**config.mk**
```make
export PLATFORM = sky130hd
export DESIGN_NAME = modulo_condicionador_botoes
export DESIGN_NICKNAME = d
export VERILOG_FILES = /design/src/rtl/pkg_condicionador.sv /design/src/rtl/modulo_condicionador_canal.sv /design/src/rtl/modulo_condicionador_botoes.sv
export SDC_FILE = /design/constraint.sdc
export NUM_CORES = 1
export LEC_CHECK = 0
export CORE_ASPECT_RATIO = 0.7
export CORE_MARGIN = 3
export CORE_UTILIZATION = 65
export CTS_CLUSTER_DIAMETER = 200
export CTS_CLUSTER_SIZE = 12
export DETAILED_ROUTE_END_ITERATION = 6
export PLACE_DENSITY = 0.92
export SYNTH_ARGS = -nofsm -noshare
export SYNTH_HDL_FRONTEND = slang
export SYNTH_HIERARCHICAL = 1
export SYNTH_SLANG_ARGS = --single-unit
```
**constraint.sdc**
```tcl
create_clock -name i_clk -period 3.64 [get_ports i_clk]
set_input_delay 0.91 -clock i_clk [delete_from_list [all_inputs] [get_ports i_clk]]
set_output_delay 0.91 -clock i_clk [all_outputs]
set_load 0.02 [all_outputs]
```
**src/rtl/pkg_condicionador.sv**
```systemverilog
// ---------------------------------------------------------------------------
// pkg_condicionador
// Shared definitions for the operator push-button conditioning stage.
//   state_e   : per-channel debounce FSM encoding
//   CH_*      : channel index of each operator button on the btn_n bus
// ---------------------------------------------------------------------------
package pkg_condicionador;

    typedef enum logic [1:0] {
        IDLE        = 2'd0,
        PRESS_DEB   = 2'd1,
        HELD        = 2'd2,
        RELEASE_DEB = 2'd3
    } state_e;

    localparam int unsigned CH_OP_C   = 0;
    localparam int unsigned CH_OP     = 1;
    localparam int unsigned CH_OP_CLR = 2;

endpackage

```
**src/rtl/modulo_condicionador_canal.sv**
```systemverilog
// ---------------------------------------------------------------------------
// modulo_condicionador_canal
// One button channel: 2-FF synchronizer, debounce FSM and auto-repeat timer.
// All timing is counted in i_tick strobes; with i_tick low the channel freezes.
// Ports:
//   i_clk     system clock, rising edge
//   i_rst     synchronous active-high reset
//   i_tick    one-clk sample strobe
//   i_btn_n   raw button, active-low, asynchronous
//   o_level   debounced state, 1 = pressed
//   o_press   one-clk pulse on accepted press and on each auto-repeat
//   o_release one-clk pulse on accepted release
// Assumes DEB_TICKS >= 1, REPEAT_DELAY >= 1 and REPEAT_PERIOD >= 1.
// ---------------------------------------------------------------------------
module modulo_condicionador_canal
    import pkg_condicionador::*;
#(
    parameter int unsigned CNT_W         = 16,
    parameter int unsigned DEB_TICKS     = 20,
    parameter int unsigned REPEAT_DELAY  = 500,
    parameter int unsigned REPEAT_PERIOD = 100,
    parameter bit          REPEAT_EN     = 1'b0
) (
    input  logic i_clk,
    input  logic i_rst,
    input  logic i_tick,
    input  logic i_btn_n,
    output logic o_level,
    output logic o_press,
    output logic o_release
);

    localparam logic [CNT_W-1:0] L_DEB = CNT_W'(DEB_TICKS);
    localparam logic [CNT_W-1:0] L_DLY = CNT_W'(REPEAT_DELAY);
    localparam logic [CNT_W-1:0] L_PER = CNT_W'(REPEAT_PERIOD);

    logic             r_sync1;
    logic             r_sync2;
    state_e           r_state;
    logic [CNT_W-1:0] r_cnt;
    logic [CNT_W-1:0] r_rep_cnt;
    logic             r_rep_done;   // first repeat already issued for this hold
    logic             r_level;
    logic             r_press;
    logic             r_release;

    logic             w_s;
    logic [CNT_W-1:0] w_cnt_inc;
    logic [CNT_W-1:0] w_rep_inc;
    logic [CNT_W-1:0] w_rep_tgt;
    state_e           w_state;
    logic [CNT_W-1:0] w_cnt;
    logic [CNT_W-1:0] w_rep_cnt;
    logic             w_rep_done;
    logic             w_level;
    logic             w_press;
    logic             w_release;

    always_comb begin
        w_s        = ~r_sync2;
        // r_cnt is 0 in IDLE/HELD, so the first pending tick counts as 1 and
        // DEB_TICKS == 1 accepts straight from the stable state.
        w_cnt_inc  = r_cnt + CNT_W'(1);
        w_rep_inc  = r_rep_cnt + CNT_W'(1);
        w_rep_tgt  = r_rep_done ? L_PER : L_DLY;

        w_state    = r_state;
        w_cnt      = r_cnt;
        w_rep_cnt  = r_rep_cnt;
        w_rep_done = r_rep_done;
        w_level    = r_level;
        w_press    = 1'b0;
        w_release  = 1'b0;

        if (i_tick) begin
            unique case (r_state)
                IDLE, PRESS_DEB: begin
                    if (w_s) begin
                        if (w_cnt_inc == L_DEB) begin
                            w_state    = HELD;
                            w_cnt      = '0;
                            w_level    = 1'b1;
                            w_press    = 1'b1;
                            w_rep_cnt  = '0;
                            w_rep_done = 1'b0;
                        end else begin
                            w_state = PRESS_DEB;
                            w_cnt   = w_cnt_inc;
                        end
                    end else begin
                        w_state = IDLE;
                        w_cnt   = '0;
                    end
                end
                HELD, RELEASE_DEB: begin
                    if (!w_s) begin
                        if (w_cnt_inc == L_DEB) begin
                            w_state    = IDLE;
                            w_cnt      = '0;
                            w_level    = 1'b0;
                            w_release  = 1'b1;
                            w_rep_cnt  = '0;
                            w_rep_done = 1'b0;
                        end else begin
                            w_state = RELEASE_DEB;
                            w_cnt   = w_cnt_inc;
                        end
                    end else begin
                        w_state = HELD;
                        w_cnt   = '0;
                        // Repeat timer only runs on ticks spent stably in HELD;
                        // a bounce back from RELEASE_DEB keeps it but does not count.
                        if (REPEAT_EN && (r_state == HELD)) begin
                            if (w_rep_inc == w_rep_tgt) begin
                                w_press    = 1'b1;
                                w_rep_cnt  = '0;
                                w_rep_done = 1'b1;
                            end else begin
                                w_rep_cnt = w_rep_inc;
                            end
                        end
                    end
                end
                default: ;
            endcase
        end
    end

    always_ff @(posedge i_clk) begin
        if (i_rst) begin
            // Released value, so leaving reset never looks like a press edge.
            r_sync1    <= 1'b1;
            r_sync2    <= 1'b1;
            r_state    <= IDLE;
            r_cnt      <= '0;
            r_rep_cnt  <= '0;
            r_rep_done <= 1'b0;
            r_level    <= 1'b0;
            r_press    <= 1'b0;
            r_release  <= 1'b0;
        end else begin
            r_sync1    <= i_btn_n;
            r_sync2    <= r_sync1;
            r_state    <= w_state;
            r_cnt      <= w_cnt;
            r_rep_cnt  <= w_rep_cnt;
            r_rep_done <= w_rep_done;
            r_level    <= w_level;
            r_press    <= w_press;
            r_release  <= w_release;
        end
    end

    assign o_level   = r_level;
    assign o_press   = r_press;
    assign o_release = r_release;

endmodule

```
**src/rtl/modulo_condicionador_botoes.sv**
```systemverilog
// ---------------------------------------------------------------------------
// modulo_condicionador_botoes
// Conditions the operator push-buttons (bit 0 op_c, 1 op, 2 op_clr) into
// synchronized debounced levels plus one-clk press/release pulses, with
// optional auto-repeat per channel. Channels are fully independent.
// Ports:
//   i_clk     system clock, rising edge
//   i_rst     synchronous active-high reset
//   i_tick    one-clk sample strobe from the frequency divider
//   i_btn_n   raw buttons, active-low, asynchronous       [N_CH]
//   o_level   debounced state, 1 = pressed                [N_CH]
//   o_press   press / auto-repeat pulses                  [N_CH]
//   o_release release pulses                              [N_CH]
// ---------------------------------------------------------------------------
module modulo_condicionador_botoes #(
    parameter int unsigned          N_CH          = 3,
    parameter int unsigned          CNT_W         = 16,
    parameter int unsigned          DEB_TICKS     = 20,
    parameter logic [N_CH-1:0]      REPEAT_MASK   = 3'b001,
    parameter int unsigned          REPEAT_DELAY  = 500,
    parameter int unsigned          REPEAT_PERIOD = 100
) (
    input  logic            i_clk,
    input  logic            i_rst,
    input  logic            i_tick,
    input  logic [N_CH-1:0] i_btn_n,
    output logic [N_CH-1:0] o_level,
    output logic [N_CH-1:0] o_press,
    output logic [N_CH-1:0] o_release
);

    for (genvar g = 0; g < N_CH; g++) begin : g_canal
        modulo_condicionador_canal #(
            .CNT_W        (CNT_W),
            .DEB_TICKS    (DEB_TICKS),
            .REPEAT_DELAY (REPEAT_DELAY),
            .REPEAT_PERIOD(REPEAT_PERIOD),
            .REPEAT_EN    (REPEAT_MASK[g])
        ) u_canal (
            .i_clk    (i_clk),
            .i_rst    (i_rst),
            .i_tick   (i_tick),
            .i_btn_n  (i_btn_n[g]),
            .o_level  (o_level[g]),
            .o_press  (o_press[g]),
            .o_release(o_release[g])
        );
    end

endmodule

```
==> impl_metrics.py <==
metrics = {
    "outcome": {
        "violations": "design-rule violations",
        "status": "finished, violations left",
    },
    "floorplan": {
        "die_y_um": 79.3,
        "ios": 15,
        "die_area_mm2": 0.00878,
        "start_util_pct": 67.6,
        "core_mm2": 0.00738,
        "row_count": 26,
        "floorplan.die.width_um": 111,
    },
    "power": {
        "cellLeakagePower_nw": 1.73,
        "p_clk_share_pct": 40.3,
        "pwr-share-seq_pct": 54.4,
        "max-vdd-ir-drop_v": 0.000348,
        "p_int_mw": 1.31,
        "combPwrFrac_pct": 5.4,
        "p_sw_mw": 0.411,
        "cellPowerDensity_mw_per_mm2": 327,
        "p_sw_share_pct": 23.9,
    },
    "final_layout": {
        "layout_commonest_cell": "dfxtp_1",
        "nNetsFinal": 611,
        "final_cell_mix": "84 x dfxtp_1, 54 x nor2_1, 52 x nand2_1, 38 x nand3_1, 31 x o21ai_0",
        "drive_above_1_share_pct": 9.90,
        "areaGrowthSynthToFinish_pct": 5.22,
        "antennaDiodeCount": 0,
        "fin_area_mm2": 0.00525,
        "fin_util_pct": 71.1,
    },
    "detailed_routing": {
        "drc": 13,
        "drt-vias-per-instance": 6.82,
        "via_count": 4802,
        "detail_route.wl_per_cell_um": 17.0,
        "drt_iter0_markers": 496,
        "drt_pass1_iterations": 7,
        "ant_nets": 0,
        "drt_wl_total_um": 12000,
    },
    "yosys": {
        "yosys_warnings": 6,
        "synth_compound_area_share_pct": 21.0,
        "yosysSeqAreaShare_pct": 33.7,
        "synth_top_family_by_area": "simple AND/OR/NAND/NOR gates",
        "syn_inst": 612,
        "synth-simple-area-share_pct": 32.5,
        "synthTopCellsByArea": "dfxtp_1 34%, nor2_1 4.1%, nand2_1 3.9%",
        "ys_types": 79,
        "synth_top_cell_by_area": "dfxtp_1",
        "synth_mux_area_share_pct": 1.28,
        "netlist_area_mm2": 0.00499,
        "synth.ff_latch_count": 84,
        "async_flop_share_pct": 0,
        "syn_area_per_cell_um2": 8.15,
        "ys.flop_type": "dfxtp_1",
        "syn-num-nets": 622,
        "synth_adder_area_share_pct": 1.00,
        "synth_top_area_share_pct": 33.7,
        "synth_xor_area_share_pct": 4.56,
        "synth-edff-count": 0,
    },
    "sta": {
        "min_period_ns": 3.11,
        "fmax_mhz": 322,
        "slew_viol_final": 0,
        "max_slew_margin_pct": 33.2,
        "tightestPinTransition_ns": 1.00,
        "finalHoldViolCount": 0,
        "rsz0062_at_grt": "false",
        "tns_ns": 0,
        "setup_violations": 0,
        "post-route-period-util_pct": 85.4,
        "skew_ns": 0.00855,
    },
    "placement": {
        "gp_congestion": 0.969,
        "placed_area_mm2": 0.00505,
        "dp.final_hpwl_um": 8230,
        "io_buffers": 14,
    },
    "global_route": {
        "grt_pass1_vias": 4327,
        "track_usage_pct": 27.3,
        "gr-total-overflow": 0,
        "grt_max_degree": 42,
        "grt_pass1_wl_um": 20100,
        "antenna_found_initial": 0,
    },
    "setup_path": {
        "worst-path-max-fanout": 13,
        "slowest_stage": "a21oi_1",
        "crit_path_frequent_cell": "a21oi_1",
        "startpoint_type": "register",
        "worst-setup-path-type": "reg -> reg",
        "cp.required_ns": 3.94,
        "cpPeakStageDelay_ns": 0.79,
        "end_kind": "register",
        "path_cells": "ha_1 > and4_1 > nor4b_1 > mux2i_1 > a21oi_4 > a21oi_1 > o21ai_0 > a21oi_1",
        "critPathArrivalTime_ns": 3.40,
    },
    "job": {
        "maxCapViolations": 0,
    },
    "min_path": {
        "min_path_type": "reg -> reg",
    },
    "clock_network": {
        "cts-buffers-inserted": 9,
        "cts_resized": 0,
        "clk_pin_slew_ns": 0.08,
        "cts_tree": "built",
        "cts_setup_buffers": 0,
        "clk_latency_ns": 0.37,
        "cts.sinks": 84,
        "clock_path_buffers": 2,
        "postCtsHoldBufs": 0,
        "htreeDepth": 3,
        "cts_root_buffer": "clkbuf_8",
    },
}
[stage by stage]
stage,setup WS [ns],hold slack [ns],cells,power (mW)
final,0.533,0.407,704,1.72
after global routing,0.283,0.423,704,1.77
after CTS,0.626,0.410,704,1.72
after detailed placement,0.529,0.393,688,1.05
after global placement,0.659,0.391,688,1.04
after floorplan,1.30,0.389,612,1.02
[worst paths after layout]
check,startpoint,endpoint,slack (ns),cells past startpoint
setup / recovery,g_canal[0].u_canal/r_cnt[0],g_canal[0].u_canal/r_rep_cnt[15],0.53,8
hold / removal,g_canal[2].u_canal/r_sync1,g_canal[2].u_canal/r_sync2,0.41,1
setup reg to reg,g_canal[0].u_canal/r_cnt[0],g_canal[0].u_canal/r_rep_cnt[15],0.53,8
hold reg to reg,g_canal[2].u_canal/r_sync1,g_canal[2].u_canal/r_sync2,0.41,1
[logic make-up (layout without fill, tap and decap cells)]
logic type,Yosys count,count (layout)
DFF,84,84
AOI/OAI and AO/OA,146,146
and+or+nand+nor,286,286
muxes,6,6
adders and majority gates,4,4
xor gates and xnor gates,26,26
buffers and inverters,60,54
[critical path, delay by kind of cell, from the launching register on]
kind	cells	cell delay, ns
AOI/OAI and AO/OA	4	1.33
and+or+nand+nor	2	0.56
adders and majority gates	1	0.32
DFF	1	0.45
muxes	1	0.37
[area by class of cell]
type                       count  area [um2]
timing repair buffer          17         158
clock inverter                 5        50.0
sequential                    84        1680
clock buffer                  11         151
fill                         564        2140
multi-input combinational    468        3010
inverter                      21        78.8
tap                           98         123
[registers in the layout (all words and copies together) (netlist names)]
| register | flops |
|---|---|
| g_canal.u_canal/r_sync2 | 3 |
| g_canal.u_canal/r_rep_done | 1 |
| g_canal.u_canal/r_rep_cnt | 16 |
| g_canal.u_canal/o_press | 3 |
| g_canal.u_canal/o_level | 3 |
| g_canal.u_canal/r_sync1 | 3 |
| g_canal.u_canal/r_state | 4 |
| g_canal.u_canal/o_release | 3 |
| g_canal.u_canal/r_cnt | 48 |
[synthesized netlist by cell type, types with 15 or more instances]
| cell type | count |
|---|---|
| a21oi_1 | 26 |
| a31oi_1 | 15 |
| dfxtp_1 | 84 |
| inv_1 | 20 |
| nand2_1 | 52 |
| nand3_1 | 38 |
| nand4_1 | 19 |
| nor2_1 | 54 |
| nor3_1 | 23 |
| nor4_1 | 18 |
| o21ai_0 | 31 |
[routing by layer]
| layer | track usage (%) | share of wire (%) | up-vias |
|---|---|---|---|
| li1 | - | - | 2267 |
| met1 | 35.8 | 44 | 2311 |
| met2 | 43.9 | 47 | 198 |
| met3 | 7.24 | 7.5 | 26 |
| met4 | 9.35 | 1.7 | 0 |
| met5 | 0 | 0 | - |
[power by group through the flow]
| stage | clock, mW | combinational (mW) | sequential [mW] |
|---|---|---|---|
| detailed placement | 0 | 0.0900 | 0.956 |
| floorplan | 0 | 0.0565 | 0.959 |
| global placement | 0 | 0.0877 | 0.955 |
| global route | 0.739 | 0.100 | 0.936 |
| CTS | 0.698 | 0.0905 | 0.934 |
| finish | 0.692 | 0.0922 | 0.934 |
Power figures use the tool's default switching activity.
